File: config.mk
export PLATFORM = sky130hd
export DESIGN_NAME = sipo_deserializer
export DESIGN_NICKNAME = d
export VERILOG_FILES = /design/src/rtl/sipo_pkg.sv /design/src/rtl/sipo_bit_counter.sv /design/src/rtl/sipo_deserializer.sv
export SDC_FILE = /design/constraint.sdc
export NUM_CORES = 1
export LEC_CHECK = 0
export CORE_MARGIN = 2
export CORE_UTILIZATION = 45
export CTS_CLUSTER_DIAMETER = 60
export DETAILED_ROUTE_END_ITERATION = 6
export GPL_ROUTABILITY_DRIVEN = 0
export GPL_TIMING_DRIVEN = 0
export PLACE_DENSITY_LB_ADDON = 0.3
export SLEW_MARGIN = 5
export SYNTH_ARGS = -nofsm -noshare
export SYNTH_HDL_FRONTEND = slang
export SYNTH_SLANG_ARGS = --single-unit
File: constraint.sdc
create_clock -name clk -period 1.8 [get_ports clk]
set_clock_uncertainty 0.15 [all_clocks]
set_input_delay 0.27 -clock clk [delete_from_list [all_inputs] [get_ports clk]]
set_output_delay 0.27 -clock clk [all_outputs]
set_load 0.02 [all_outputs]
File: src/rtl/sipo_pkg.sv
`default_nettype none
// ============================================================================
//  Module   : sipo_pkg
//  Brief    : Shared FSM state encoding and default word length.
//  Revision : 1.0
// ============================================================================
package sipo_pkg;

   localparam int WIDTH_DEFAULT = 8;

   typedef enum logic [0:0] {
      IDLE = 1'b0,
      RECV = 1'b1
   } state_t;

endpackage
`default_nettype wire

File: src/rtl/sipo_bit_counter.sv
`default_nettype none
// ============================================================================
//  Module   : sipo_bit_counter
//  Brief    : Received-bit counter with load-1, increment and clear.
//  Revision : 1.0
// ============================================================================
module sipo_bit_counter
   import sipo_pkg::*;
#(
   parameter int WIDTH = WIDTH_DEFAULT
) (
   input  logic clk,
   input  logic reset,
   input  logic load_one,
   input  logic incr,
   input  logic clr,
   output logic at_last
);

   localparam int CW = $clog2(WIDTH) + 1;

   logic [CW-1:0] count_d;
   logic [CW-1:0] count_q;

   always_comb begin
      count_d = count_q;
      if (clr) begin
         count_d = '0;
      end else if (load_one) begin
         count_d = CW'(1);
      end else if (incr) begin
         count_d = count_q + CW'(1);
      end
   end

   always_ff @(posedge clk or negedge reset) begin
      if (!reset) begin
         count_q <= '0;
      end else begin
         count_q <= count_d;
      end
   end

   // The next incremented bit is the WIDTH-th one; the count is cleared
   // on that edge instead, so it never exceeds WIDTH.
   assign at_last = (count_q == CW'(WIDTH - 1));

endmodule
`default_nettype wire

File: src/rtl/sipo_deserializer.sv
`default_nettype none
// ============================================================================
//  Module   : sipo_deserializer
//  Brief    : MSB-first serial-to-parallel converter with sync framing,
//             one-word output buffer and sticky overrun/frame error flags.
//  Revision : 1.0
// ============================================================================
module sipo_deserializer
   import sipo_pkg::*;
#(
   parameter int WIDTH = WIDTH_DEFAULT
) (
   input  logic             clk,
   input  logic             reset,
   input  logic             serial_in,
   input  logic             shift_en,
   input  logic             sync,
   input  logic             data_ready,
   input  logic             clr_err,
   output logic [WIDTH-1:0] data_out,
   output logic             data_valid,
   output logic             busy,
   output logic             overrun,
   output logic             frame_err
);

   state_t             state_d, state_q;
   logic [WIDTH-1:0]   shift_d, shift_q;
   logic [WIDTH-1:0]   data_d, data_q;
   logic               valid_d, valid_q;
   logic               ovr_d, ovr_q;
   logic               fe_d, fe_q;
   logic               cnt_load, cnt_inc, cnt_clr, cnt_at_last;
   logic               word_done;
   logic [WIDTH-1:0]   shifted;

   assign shifted = {shift_q[WIDTH-2:0], serial_in};

   sipo_bit_counter #(
      .WIDTH (WIDTH)
   ) u_bit_counter (
      .clk      (clk),
      .reset    (reset),
      .load_one (cnt_load),
      .incr     (cnt_inc),
      .clr      (cnt_clr),
      .at_last  (cnt_at_last)
   );

   always_comb begin
      state_d   = state_q;
      shift_d   = shift_q;
      data_d    = data_q;
      valid_d   = valid_q;
      ovr_d     = ovr_q;
      fe_d      = fe_q;
      cnt_load  = 1'b0;
      cnt_inc   = 1'b0;
      cnt_clr   = 1'b0;
      word_done = 1'b0;

      // Clears are applied first so that a coinciding set event wins.
      if (clr_err) begin
         ovr_d = 1'b0;
         fe_d  = 1'b0;
      end
      if (valid_q && data_ready) begin
         valid_d = 1'b0;
      end

      case (state_q)
         IDLE: begin
            if (shift_en && sync) begin
               shift_d  = {{(WIDTH-1){1'b0}}, serial_in};
               cnt_load = 1'b1;
               state_d  = RECV;
            end
         end
         RECV: begin
            if (shift_en) begin
               if (sync) begin
                  shift_d  = {{(WIDTH-1){1'b0}}, serial_in};
                  cnt_load = 1'b1;
                  fe_d     = 1'b1;
               end else if (cnt_at_last) begin
                  shift_d   = shifted;
                  cnt_clr   = 1'b1;
                  word_done = 1'b1;
                  state_d   = IDLE;
               end else begin
                  shift_d = shifted;
                  cnt_inc = 1'b1;
               end
            end
         end
         default: state_d = IDLE;
      endcase

      // A completed word only lands if the buffer is empty or draining now.
      if (word_done) begin
         if (!valid_q || data_ready) begin
            data_d  = shifted;
            valid_d = 1'b1;
         end else begin
            ovr_d = 1'b1;
         end
      end
   end

   always_ff @(posedge clk or negedge reset) begin
      if (!reset) begin
         state_q <= IDLE;
         shift_q <= '0;
         data_q  <= '0;
         valid_q <= 1'b0;
         ovr_q   <= 1'b0;
         fe_q    <= 1'b0;
      end else begin
         state_q <= state_d;
         shift_q <= shift_d;
         data_q  <= data_d;
         valid_q <= valid_d;
         ovr_q   <= ovr_d;
         fe_q    <= fe_d;
      end
   end

   assign data_out   = data_q;
   assign data_valid = valid_q;
   assign busy       = (state_q == RECV);
   assign overrun    = ovr_q;
   assign frame_err  = fe_q;

endmodule
`default_nettype wire

==> impl_results.md <==
* Hold_ws at 0.3599 ns
* Post-route cell area at 1353 um2
* Worst-Skew Late Latency at 0.31 ns
* Total grt overflow at 0
* Cell internal pwr at 0.9136 mW
* Max-cap violations at 0
* Area of the core at 2191 um2
* Setup ws final at 0.05131 ns
* Port Buffers at 18
* Tot Pwr at 1.333 mW
* Slowest-stage cell, CP: clkdlybuf4s50_1
* Tot GR Track Use at 0.1705
* Post-route DRC at 0
* DP HPWL at 1.277 mm
* CTS tree: built
* CTS H-tree depth at 1
* Syn Nets at 94
* Mapped Cells at 86
* Routed Antenna Nets at 0
* Status: complete, no violations
* Total die area at 2714 um2
* Io pins at 19
* Root Driver: clkbuf_4
* Finished Core Util at 0.6174
* Clock-pin slew on the worst setup and hold paths at 0.13 ns
* Comb pwr share at 0.312
* Period utilisation layout at 0.9715
* Maximum fanout along the worst path at 7
* Area taken by multi-input logic gates at 459.2 um2
* Post-Syn Area per Cell at 12.10 um2
* Wirelength per Cell at 13.87 um
* Final Max Tran Viols at 0
* First-pass GRT wire length at 3.401 mm
* Largest net degree at the start of global routing at 24
* Final setup viols at 0
* Pre-Repair DR Iteration Count at 3
* Clk buf depth at 2
* R2R depth at 5
* Hold Fails Final Rpt at 0
* Req. time, crit path at 1.85 ns
* RR Endpoint: data_out[1]
* P&R area growth vs syn at 29.93%
* Fmax at 571.9 MHz
* Crit path buf inv count at 2
* Seq/Total Area, Yosys at 0.5529
* Reg area at 575.6 um2
* Clock power share at 0.178
* Num CTS Buffers at 3
* Syn. warnings at 0
* # rows at 17
* Via count at 746
* DIE WIDTH at 52.10 um
* Initial Util at 0.4752
* Startpoint Class: primary input
* Via density at 5.291
* Leak Pwr at 0.6070 nW
* Sw Ratio at 0.3146
* Filler cell count at 190
* Post-Place Cells at 132
* FF+latch count, synth at 23
* 1st-iter DRT viols at 7
* Total Wirelength at 1.956 mm
* Peak VDD IR at 601.4 uV
* Layout cells sized above 1 at 0.2478
* CP max stage delay at 0.53 ns
* Worst R2R Start: u_bit_counter.count_q[1]
* CTS sink cnt at 23
* Worst path cell trace: clkdlybuf4s50_1 > nand2_1 > nor4b_4 > buf_6 > mux2_2
* R2R setup slack at 0.07 ns
* CP Capture Type: flop
* Hold Crit Class: primary input to async pin
* Netlist cell types at 25
* ANT cells at 0
* Pwr Density at 985.5 nW/um2
* Crit path DAT at 1.80 ns
* Final nets at 122
* Critical path class: primary input to flop
* Die Ht at 52.10 um
* Final min period at 1.749 ns
* Setup TNS Final at 0 ns
* Placed Area at 1269 um2
* Psw at 0.4193 mW
* Rel. slew slack at 0.3061
* Pre-CTS setup slack at -0.4183 ns
* Initial antenna violation count at 0
* Fin cells at 141
* Vias in the first global route at 752
* Syn Std Cell Area at 1041 um2
* RSZ-0062 raised after global routing: true
* Sequential Power Share at 0.510
* Tightest Pin Transition at 1.038 ns
* CP top delay family: buffers and inverters
## what timing repair did
item                                    CTS  global route
pin swaps                                 1             0
hold endpoints to repair                  0             0
hold buffers                              0             0
setup buffers                             2             3
resized for setup                         0            10
endpoints found under the setup margin    8            16
## worst reg2reg max path: cells and delay by family, from the launching register on
| kind | cells | cell delay, ns |
|---|---|---|
| AND/OR/NAND/NOR | 2 | 0.37 |
| flip-flops | 1 | 0.42 |
| adder cells (fa/ha/maj) | 1 | 0.19 |
| buffers and inverters | 1 | 0.18 |
| multiplexers | 1 | 0.33 |
## layout make-up
type | count | area share
sequential | 23 | 0.4255
multi-input combinational | 56 | 0.3395
timing repair buffer | 23 | 0.1637
tap | 28 | 0.02590
clock buffer | 3 | 0.01665
buffer | 4 | 0.01388
inverter | 3 | 0.01110
clock inverter | 1 | 0.003700
## cells in the mapped netlist
cell / count / area [um2]
mux2_2: 9 / 101.4
nand3b_4: 1 / 20.02
and4b_2: 1 / 11.26
a31oi_1: 6 / 37.54
clkinv_1: 1 / 3.750
nand2_1: 7 / 26.28
nor2_1: 1 / 3.750
inv_1: 2 / 7.510
o31ai_1: 1 / 7.510
o22ai_1: 1 / 6.260
nor2b_1: 6 / 37.54
nand3_1: 2 / 10.01
nor4b_4: 1 / 23.77
dfrtp_1: 23 / 575.6
or3b_2: 1 / 8.760
or3_2: 1 / 7.510
clkbuf_1: 4 / 15.01
nor3b_1: 1 / 7.510
mux2i_1: 1 / 10.01
a21oi_1: 1 / 5.000
o21ai_0: 4 / 20.02
nand2b_1: 1 / 6.260
ha_1: 1 / 12.51
o2bb2ai_1: 8 / 70.07
nand4_1: 1 / 6.260
## power groups by stage
| stage | combinational [mW] | clock [mW] | sequential, mW |
|---|---|---|---|
| 2_1_floorplan | 0.191 | 0 | 0.731 |
| 3_3_place_gp | 0.372 | 0 | 0.690 |
| 3_5_place_dp | 0.379 | 0 | 0.696 |
| 4_1_cts | 0.380 | 0.243 | 0.686 |
| 5_1_grt | 0.465 | 0.263 | 0.696 |
| 6_report | 0.416 | 0.237 | 0.679 |
## placed cells by master (no fill, tap or decap)
cell type,Yosys,routed
or3b_2,1,1
buf_4,0,4
clkbuf_2,0,3
nor4b_4,1,1
nand3b_4,1,1
o2bb2ai_1,8,8
nand3_1,2,2
mux2i_1,1,1
clkbuf_4,0,3
o31ai_1,1,1
dfrtp_1,23,23
ha_4,0,1
or3_2,1,1
clkinv_2,0,1
a21oi_1,1,1
clkdlybuf4s50_1,0,18
nand2_1,7,7
nand4_1,1,1
nand2b_1,1,1
clkinvlp_4,0,1
and4b_2,1,1
mux2_2,9,7
o21ai_0,4,4
mux2_4,0,2
nor3b_1,1,1
nor2_1,1,1
clkbuf_1,4,1
o22ai_1,1,1
nor2b_1,6,6
buf_6,0,1
a31oi_1,6,6
inv_1,2,2
## state kept, by name, indices dropped and copies added, names as in the netlist
register,count
busy,1
overrun,1
u_bit_counter.count_q,4
data_valid,1
frame_err,1
shift_q,7
data_out,8
## worst max path at each step
stage                                   startpoint                        to  depth (start not counted)
final                                     shift_en               data_out[1]                          5
after global routing      u_bit_counter.count_q[1]               data_out[3]                          5
after CTS                                 shift_en  u_bit_counter.count_q[1]                          5
after detailed placement                  shift_en               data_out[5]                          4
after global placement                    shift_en               data_out[3]                          4
after floorplan           u_bit_counter.count_q[0]               data_out[0]                          4
## routing by layer
layer,up-vias,track usage,share of wire
met5,-,0,0
met4,0,0.07895,0.023
met3,6,0.02874,0.039
met2,19,0.2384,0.44
met1,346,0.2552,0.50
li1,375,-,-
## kinds of logic after synthesis
kind of cell / count (synthesis) / share of synthesized area
simple gates: 24 / 0.1623
flops: 23 / 0.5529
fa+ha+maj: 1 / 0.01202
buf+inv: 7 / 0.02524
compound gates: 21 / 0.1406
mux: 10 / 0.1070
(Power assumes the default switching activity.)
